--- src/rtl/quad_velocity_meas_if.sv ---
// quad_velocity_meas_if: encoder pins, enable and
// velocity result bundle for one wheel.
interface quad_velocity_meas_if #(
  parameter int N_DATAWIDTH = 17
);
  logic                   QUAD_VELOCITY_MEAS_ENABLE_In;
  logic                   QUAD_VELOCITY_MEAS_ENC_A_In;
  logic                   QUAD_VELOCITY_MEAS_ENC_B_In;
  logic [N_DATAWIDTH-1:0] QUAD_VELOCITY_MEAS_W_OutBus;
  logic [1:0]             QUAD_VELOCITY_MEAS_DIR_OutBus;
  logic                   QUAD_VELOCITY_MEAS_VALID_Out;
  logic                   QUAD_VELOCITY_MEAS_ERROR_Out;

  modport master (
    output QUAD_VELOCITY_MEAS_ENABLE_In,
    output QUAD_VELOCITY_MEAS_ENC_A_In,
    output QUAD_VELOCITY_MEAS_ENC_B_In,
    input  QUAD_VELOCITY_MEAS_W_OutBus,
    input  QUAD_VELOCITY_MEAS_DIR_OutBus,
    input  QUAD_VELOCITY_MEAS_VALID_Out,
    input  QUAD_VELOCITY_MEAS_ERROR_Out
  );

  modport slave (
    input  QUAD_VELOCITY_MEAS_ENABLE_In,
    input  QUAD_VELOCITY_MEAS_ENC_A_In,
    input  QUAD_VELOCITY_MEAS_ENC_B_In,
    output QUAD_VELOCITY_MEAS_W_OutBus,
    output QUAD_VELOCITY_MEAS_DIR_OutBus,
    output QUAD_VELOCITY_MEAS_VALID_Out,
    output QUAD_VELOCITY_MEAS_ERROR_Out
  );
endinterface

--- src/rtl/quad_velocity_meas.sv ---
// quad_velocity_meas: quadrature decoder with windowed
// edge count, published as signed-magnitude velocity.
module quad_velocity_meas #(
  parameter int N_DATAWIDTH   = 17,
  parameter int SAMPLE_CYCLES = 500000,
  parameter int CNT_WIDTH     = 19
) (
  input logic               QUAD_VELOCITY_MEAS_CLOCK_50,
  input logic               QUAD_VELOCITY_MEAS_RESET_InHigh,
  quad_velocity_meas_if.slave bus
);

  localparam int N = N_DATAWIDTH;
  localparam logic signed [N:0] HI =
    (N+1)'(2 ** (N-1) - 1);
  localparam logic signed [N:0] LO = -HI;
  localparam logic [CNT_WIDTH-1:0] LAST =
    CNT_WIDTH'(SAMPLE_CYCLES - 1);

  logic clk;
  logic rst;
  logic en;

  assign clk = QUAD_VELOCITY_MEAS_CLOCK_50;
  assign rst = QUAD_VELOCITY_MEAS_RESET_InHigh;
  assign en  = bus.QUAD_VELOCITY_MEAS_ENABLE_In;

  logic [1:0] sync1;
  logic [1:0] sync2;
  logic [1:0] prev_ab;
  logic [1:0] warm;
  logic       live;

  logic inc;
  logic dec;
  logic bad;

  logic signed [N-1:0] acc;
  logic signed [N-1:0] acc_nxt;
  logic signed [N:0]   step;
  logic signed [N:0]   sum;

  logic                 neg;
  logic [N-2:0]         mag;
  logic [N-1:0]         w_nxt;
  logic [1:0]           dir_nxt;

  logic [CNT_WIDTH-1:0] cnt;
  logic [N-1:0]         w_q;
  logic [1:0]           dir_q;
  logic                 valid_q;
  logic                 err_q;

  assign live = (warm == 2'd3);

  // Two-flop synchronizer plus previous-state stage
  always_ff @(posedge clk) begin
    if (rst) begin
      sync1   <= '0;
      sync2   <= '0;
      prev_ab <= '0;
    end else begin
      sync1   <= {bus.QUAD_VELOCITY_MEAS_ENC_A_In,
                  bus.QUAD_VELOCITY_MEAS_ENC_B_In};
      sync2   <= sync1;
      prev_ab <= sync2;
    end
  end

  // Warm-up: hold off decoding until the pipe is filled
  always_ff @(posedge clk) begin
    if (rst) begin
      warm <= '0;
    end else if (!live) begin
      warm <= warm + 2'd1;
    end
  end

  // Transition decode: previous {A,B} against current
  always_comb begin
    inc = 1'b0;
    dec = 1'b0;
    bad = 1'b0;
    if (live) begin
      case ({prev_ab, sync2})
        4'b0001, 4'b0111,
        4'b1110, 4'b1000: inc = 1'b1;
        4'b0100, 4'b1101,
        4'b1011, 4'b0010: dec = 1'b1;
        4'b0011, 4'b1100,
        4'b0110, 4'b1001: bad = 1'b1;
        default: ;
      endcase
    end
  end

  // Saturating accumulate, then signed-magnitude convert
  always_comb begin
    step = '0;
    if (inc) begin
      step = (N+1)'(1);
    end else if (dec) begin
      step = '1;
    end
    sum = {acc[N-1], acc} + step;
    if (sum > HI) begin
      acc_nxt = HI[N-1:0];
    end else if (sum < LO) begin
      acc_nxt = LO[N-1:0];
    end else begin
      acc_nxt = sum[N-1:0];
    end
    neg = acc_nxt[N-1];
    if (neg) begin
      mag = (N-1)'(-acc_nxt);
    end else begin
      mag = acc_nxt[N-2:0];
    end
    w_nxt = {neg, mag};
    if (acc_nxt == '0) begin
      dir_nxt = 2'b11;
    end else if (neg) begin
      dir_nxt = 2'b10;
    end else begin
      dir_nxt = 2'b01;
    end
  end

  // Window counter, accumulator and published result
  always_ff @(posedge clk) begin
    if (rst) begin
      cnt     <= '0;
      acc     <= '0;
      w_q     <= '0;
      dir_q   <= 2'b11;
      valid_q <= 1'b0;
    end else begin
      valid_q <= 1'b0;
      if (!en) begin
        cnt <= '0;
        acc <= '0;
      end else if (cnt == LAST) begin
        cnt     <= '0;
        acc     <= '0;
        w_q     <= w_nxt;
        dir_q   <= dir_nxt;
        valid_q <= 1'b1;
      end else begin
        cnt <= cnt + CNT_WIDTH'(1);
        acc <= acc_nxt;
      end
    end
  end

  // Sticky flag for transitions where both bits moved
  always_ff @(posedge clk) begin
    if (rst) begin
      err_q <= 1'b0;
    end else if (bad) begin
      err_q <= 1'b1;
    end
  end

  assign bus.QUAD_VELOCITY_MEAS_W_OutBus   = w_q;
  assign bus.QUAD_VELOCITY_MEAS_DIR_OutBus = dir_q;
  assign bus.QUAD_VELOCITY_MEAS_VALID_Out  = valid_q;
  assign bus.QUAD_VELOCITY_MEAS_ERROR_Out  = err_q;

endmodule

--- src/flat_wrapper.sv ---
// flat-port wrapper written by rule: the top's interface ports become plain ports
module quad_velocity_meas_flat 
#(
  parameter int N_DATAWIDTH   = 17,
  parameter int SAMPLE_CYCLES = 500000,
  parameter int CNT_WIDTH     = 19
)
  (QUAD_VELOCITY_MEAS_CLOCK_50, QUAD_VELOCITY_MEAS_RESET_InHigh, bus_QUAD_VELOCITY_MEAS_ENABLE_In, bus_QUAD_VELOCITY_MEAS_ENC_A_In, bus_QUAD_VELOCITY_MEAS_ENC_B_In, bus_QUAD_VELOCITY_MEAS_W_OutBus, bus_QUAD_VELOCITY_MEAS_DIR_OutBus, bus_QUAD_VELOCITY_MEAS_VALID_Out, bus_QUAD_VELOCITY_MEAS_ERROR_Out);
  quad_velocity_meas_if #(.N_DATAWIDTH(N_DATAWIDTH)) bus_i ();
  input logic QUAD_VELOCITY_MEAS_CLOCK_50;
  input logic QUAD_VELOCITY_MEAS_RESET_InHigh;
  input wire logic [$bits(bus_i.QUAD_VELOCITY_MEAS_ENABLE_In)-1:0] bus_QUAD_VELOCITY_MEAS_ENABLE_In;
  input wire logic [$bits(bus_i.QUAD_VELOCITY_MEAS_ENC_A_In)-1:0] bus_QUAD_VELOCITY_MEAS_ENC_A_In;
  input wire logic [$bits(bus_i.QUAD_VELOCITY_MEAS_ENC_B_In)-1:0] bus_QUAD_VELOCITY_MEAS_ENC_B_In;
  output wire logic [$bits(bus_i.QUAD_VELOCITY_MEAS_W_OutBus)-1:0] bus_QUAD_VELOCITY_MEAS_W_OutBus;
  output wire logic [$bits(bus_i.QUAD_VELOCITY_MEAS_DIR_OutBus)-1:0] bus_QUAD_VELOCITY_MEAS_DIR_OutBus;
  output wire logic [$bits(bus_i.QUAD_VELOCITY_MEAS_VALID_Out)-1:0] bus_QUAD_VELOCITY_MEAS_VALID_Out;
  output wire logic [$bits(bus_i.QUAD_VELOCITY_MEAS_ERROR_Out)-1:0] bus_QUAD_VELOCITY_MEAS_ERROR_Out;
  assign bus_i.QUAD_VELOCITY_MEAS_ENABLE_In = bus_QUAD_VELOCITY_MEAS_ENABLE_In;
  assign bus_i.QUAD_VELOCITY_MEAS_ENC_A_In = bus_QUAD_VELOCITY_MEAS_ENC_A_In;
  assign bus_i.QUAD_VELOCITY_MEAS_ENC_B_In = bus_QUAD_VELOCITY_MEAS_ENC_B_In;
  assign bus_QUAD_VELOCITY_MEAS_W_OutBus = bus_i.QUAD_VELOCITY_MEAS_W_OutBus;
  assign bus_QUAD_VELOCITY_MEAS_DIR_OutBus = bus_i.QUAD_VELOCITY_MEAS_DIR_OutBus;
  assign bus_QUAD_VELOCITY_MEAS_VALID_Out = bus_i.QUAD_VELOCITY_MEAS_VALID_Out;
  assign bus_QUAD_VELOCITY_MEAS_ERROR_Out = bus_i.QUAD_VELOCITY_MEAS_ERROR_Out;
  quad_velocity_meas #(.N_DATAWIDTH(N_DATAWIDTH), .SAMPLE_CYCLES(SAMPLE_CYCLES), .CNT_WIDTH(CNT_WIDTH)) u_core (.QUAD_VELOCITY_MEAS_CLOCK_50(QUAD_VELOCITY_MEAS_CLOCK_50), .QUAD_VELOCITY_MEAS_RESET_InHigh(QUAD_VELOCITY_MEAS_RESET_InHigh), .bus(bus_i));
endmodule
--- config.mk ---
export PLATFORM = sky130hd
export DESIGN_NAME = quad_velocity_meas_flat
export DESIGN_NICKNAME = d
export VERILOG_FILES = /design/src/rtl/quad_velocity_meas_if.sv /design/src/rtl/quad_velocity_meas.sv /design/src/flat_wrapper.sv
export SDC_FILE = /design/constraint.sdc
export NUM_CORES = 1
export LEC_CHECK = 0
export ABC_AREA = 1
export CORE_ASPECT_RATIO = 1.25
export CORE_UTILIZATION = 50
export DETAILED_ROUTE_END_ITERATION = 12
export HOLD_SLACK_MARGIN = 0.05
export PLACE_DENSITY = 0.76
export SLEW_MARGIN = 20
export SYNTH_ARGS = -nofsm -noshare
export SYNTH_HDL_FRONTEND = slang
export SYNTH_SLANG_ARGS = --single-unit
--- constraint.sdc ---
create_clock -name QUAD_VELOCITY_MEAS_CLOCK_50 -period 4.93 [get_ports QUAD_VELOCITY_MEAS_CLOCK_50]
set_clock_uncertainty 0.05 [all_clocks]
set_input_delay 0.986 -clock QUAD_VELOCITY_MEAS_CLOCK_50 [delete_from_list [all_inputs] [get_ports QUAD_VELOCITY_MEAS_CLOCK_50]]
set_output_delay 0.986 -clock QUAD_VELOCITY_MEAS_CLOCK_50 [all_outputs]
set_load 0.01 [all_outputs]
==> impl_metrics.toml <==
[yosys]
synthDistinctLibCells = 40
postSynthAreaPerCell_um2 = 6.42
synthArstFlopShare_pct = 0
synth_seq_cells = 65
yosys_most_used_dff = "dfxtp_1"
synth_seq_area_share_pct = 31.6
yosys_warnings = 0
number_of_enable_type_register_cells_in_the_synthesized_netlist = 0
syn-cell-area_um2 = 4110
post_synth_inst_count = 641
syn_nets = 667

[critical_path]
critical_path_peak_fanout = 24
crit_path_start = "u_core.warm[0]"
worst_setup_path_start_kind = "flip-flop"
cp_num_buf_inv = 4
cpPeakStageDelay_ns = 0.35
worstPathRequired_ns = 5.12
timing.critical_path.arrival_ns = 4.24
timing.setup.critical_path_class = "flip-flop to flip-flop"
critical_path.slowest_cell = "dfxtp_1"
timing.critical_path.mode_cell = "nand2_1"
critical-path-top-delay-family = "simple AND/OR/NAND/NOR gates"
crit-reg2reg-launch = "u_core.warm[0]"
worst_setup_path_end_kind = "flip-flop"

[cts]
tritoncts_clock_tree = "done"
cts_made_buffers = 9
cts-root-to-sink-buffers = 2
clock_sinks = 65
clock_tree.htree_level_count = 3
cts-root-buf = "clkbuf_8"
clkSlewWorstSetupHoldPaths_ns = 0.06
clock_insertion_delay_worst_skew_ns = 0.34
post_cts.repair.setup_buffers = 0
post_cts_resize_count = 0
cts.hold.buffers_added = 0

[cells_and_area]
post_route_cells_drive_above_1_share_pct = 7.91
area_growth_pct = 11.9
antenna_cells = 0
final_instance_area_um2 = 4600
number_of_nets_at_the_end_of_the_flow = 694
post-route-util_pct = 58.4
final_cells = 765

[global_routing]
grt_pass1_vias = 3647
grt_antenna_before_repair = 0
grt_max_degree = 31
grt_pass1_wl_um = 16300
groute.usage.overall_pct = 23.5
globalRoute.totalOverflow = 0

[die]
core_um2 = 7880
floorplan.rows = 36
num_io_pins = 26
fp.dieArea_um2 = 8600
floorplan.die.height_um = 103
die_x_um = 83.1
initial_core_util_pct = 52.2

[sta]
setup_repair_after_global_routing_missed_its_margin = "no"
min_period_over_period_pct = 82.1
slew-limit-headroom_pct = 40.8
final_max_slew_viol_count = 0
clock.fmax_ghz = 0.247
timing.setup.tns_ns = 0
timing.final.setup_violations = 0
timing.final.crit_period_ns = 4.05
tightestPinTransition_ns = 0.888
finalHoldViolCount = 0

[worst_hold_path]
hp-start = "u_core.sync1[0]"
hp-class = "flip-flop to flip-flop"

[power]
total_leakage_power_nw = 2.32
power_density_nw_per_um2 = 237
worst_ir_drop_vdd_uv = 225

[placement]
placed_cell_area_um2 = 4450
place_inst = 752
hpwl_um = 7440
portBuffers = 25
gp_routability_congestion = 0.907

[drt]
antenna_violating_nets_left = 0
route.vias.total = 3949
detail_route.wirelength_um = 9460
drt_pre_antenna_iters = 7
avgViaCountPerCell = 5.16
wire_per_inst_um = 12.4
drc_errors = 0
detail_route.iter0.violations = 155

[flow_run]
max_cap_violations = 0

[status]
status = "completed"
-- flip-flops by register name, indices dropped and copies added (netlist names) --
name                                      flops
u_core.cnt                                   19
u_core.acc                                   17
u_core.bus.QUAD_VELOCITY_MEAS_W_OutBus       17
u_core.bus.QUAD_VELOCITY_MEAS_DIR_OutBus      2
u_core.prev_ab                                2
u_core.sync1                                  2
u_core.sync2                                  2
u_core.warm                                   2
u_core.bus.QUAD_VELOCITY_MEAS_ERROR_Out       1
u_core.bus.QUAD_VELOCITY_MEAS_VALID_Out       1
-- final timing paths --
kind,endpoint,slack [ns],cells past startpoint
max,u_core.bus.QUAD_VELOCITY_MEAS_W_OutBus[14],0.88,25
min reg2reg,u_core.sync2[0],0.37,2
max reg2reg,u_core.bus.QUAD_VELOCITY_MEAS_W_OutBus[14],0.88,25
min,u_core.sync2[0],0.37,2
-- worst reg2reg max path: cells and delay by family, from the launching register on --
kind	cells	cell delay, ns
fa+ha+maj	3	0.84
simple gates	15	1.64
compound gates	3	0.61
flops	1	0.35
buf+inv	4	0.46
-- synth_stat cells, types with 2 or more instances --
library cell  count  share of area [%]
nand3_1          45                5.5
nand2_4           2               0.55
nand2_2          12                1.8
a21oi_2           5                1.1
inv_2             6               0.55
xor2_1           10                2.1
o211ai_1          8                1.5
nand3b_1          4               0.73
nand2_1         164                 15
and3_1            2               0.30
nor2_1           82                7.5
buf_1             3               0.27
buf_2             2               0.24
nand3_2           5                1.2
nor3_1            8               0.97
clkbuf_1          7               0.64
o21a_1            2               0.36
nor4_1            7                1.1
dfxtp_1          65                 32
inv_1           101                9.2
a21oi_1          32                3.9
nor2_2            4               0.61
o21ai_0          20                2.4
o21ai_1           4               0.49
nand4_1           7                1.1
ha_1             20                6.1
-- layer usage --
| layer | vias up | wire [um] | track usage (%) |
|---|---|---|---|
| li1 | 2083 | - | - |
| met1 | 1763 | 4460 | 29.7 |
| met2 | 83 | 4440 | 40.5 |
| met3 | 20 | 346 | 3.49 |
| met4 | 0 | 211 | 10.2 |
| met5 | - | 0 | 0 |
-- per-stage QoR --
step / hold slack (ns) / worst slack [ns] / total power [W]
after global routing: 0.379 / 0.431 / 0.00115
after floorplan: 0.338 / 0.786 / 0.000697
after CTS: 0.364 / 0.893 / 0.00110
after detailed placement: 0.354 / 0.943 / 0.000736
final: 0.368 / 0.883 / 0.00109
after global placement: 0.354 / 1.11 / 0.000733
-- kinds of logic after synthesis --
group,synth area share (%)
buffers and inverters,11.3
DFF,31.6
adders and majority gates,6.57
and+or+nand+nor,37.6
xor gates and xnor gates,2.34
AOI/OAI and AO/OA,10.6
-- cell type report --
type | instances | area (um2)
flip-flops and latches | 65 | 1300
fillers | 799 | 3280
clock inverters | 1 | 5.00
repair buffers | 29 | 280
well taps | 95 | 119
clock buffers | 12 | 145
inverters | 108 | 405
multi-input cells | 455 | 2350
-- layout by cell type (no fill, tap or decap), types with 4 or more instances in the layout --
| cell | instances |
|---|---|
| a21oi_1 | 32 |
| a21oi_2 | 5 |
| buf_4 | 4 |
| clkbuf_8 | 10 |
| clkdlybuf4s50_1 | 25 |
| dfxtp_1 | 65 |
| ha_1 | 20 |
| inv_1 | 101 |
| inv_2 | 6 |
| nand2_1 | 164 |
| nand2_2 | 12 |
| nand3_1 | 45 |
| nand3_2 | 5 |
| nand3b_1 | 4 |
| nand4_1 | 7 |
| nor2_1 | 82 |
| nor2_2 | 4 |
| nor3_1 | 8 |
| nor4_1 | 7 |
| o211ai_1 | 8 |
| o21ai_0 | 20 |
| o21ai_1 | 4 |
| xor2_1 | 10 |
-- power by group --
group	leakage, nW	internal, W	switching [W]	total (W)
clock network	0.0782	0.000187	0.000176	0.000363
logic	1.71	0.0000622	0.000122	0.000184
registers	0.525	0.000537	0.00000606	0.000543
total	2.32	0.000786	0.000304	0.00109
No activity file was read; power rests on OpenSTA's default activity.
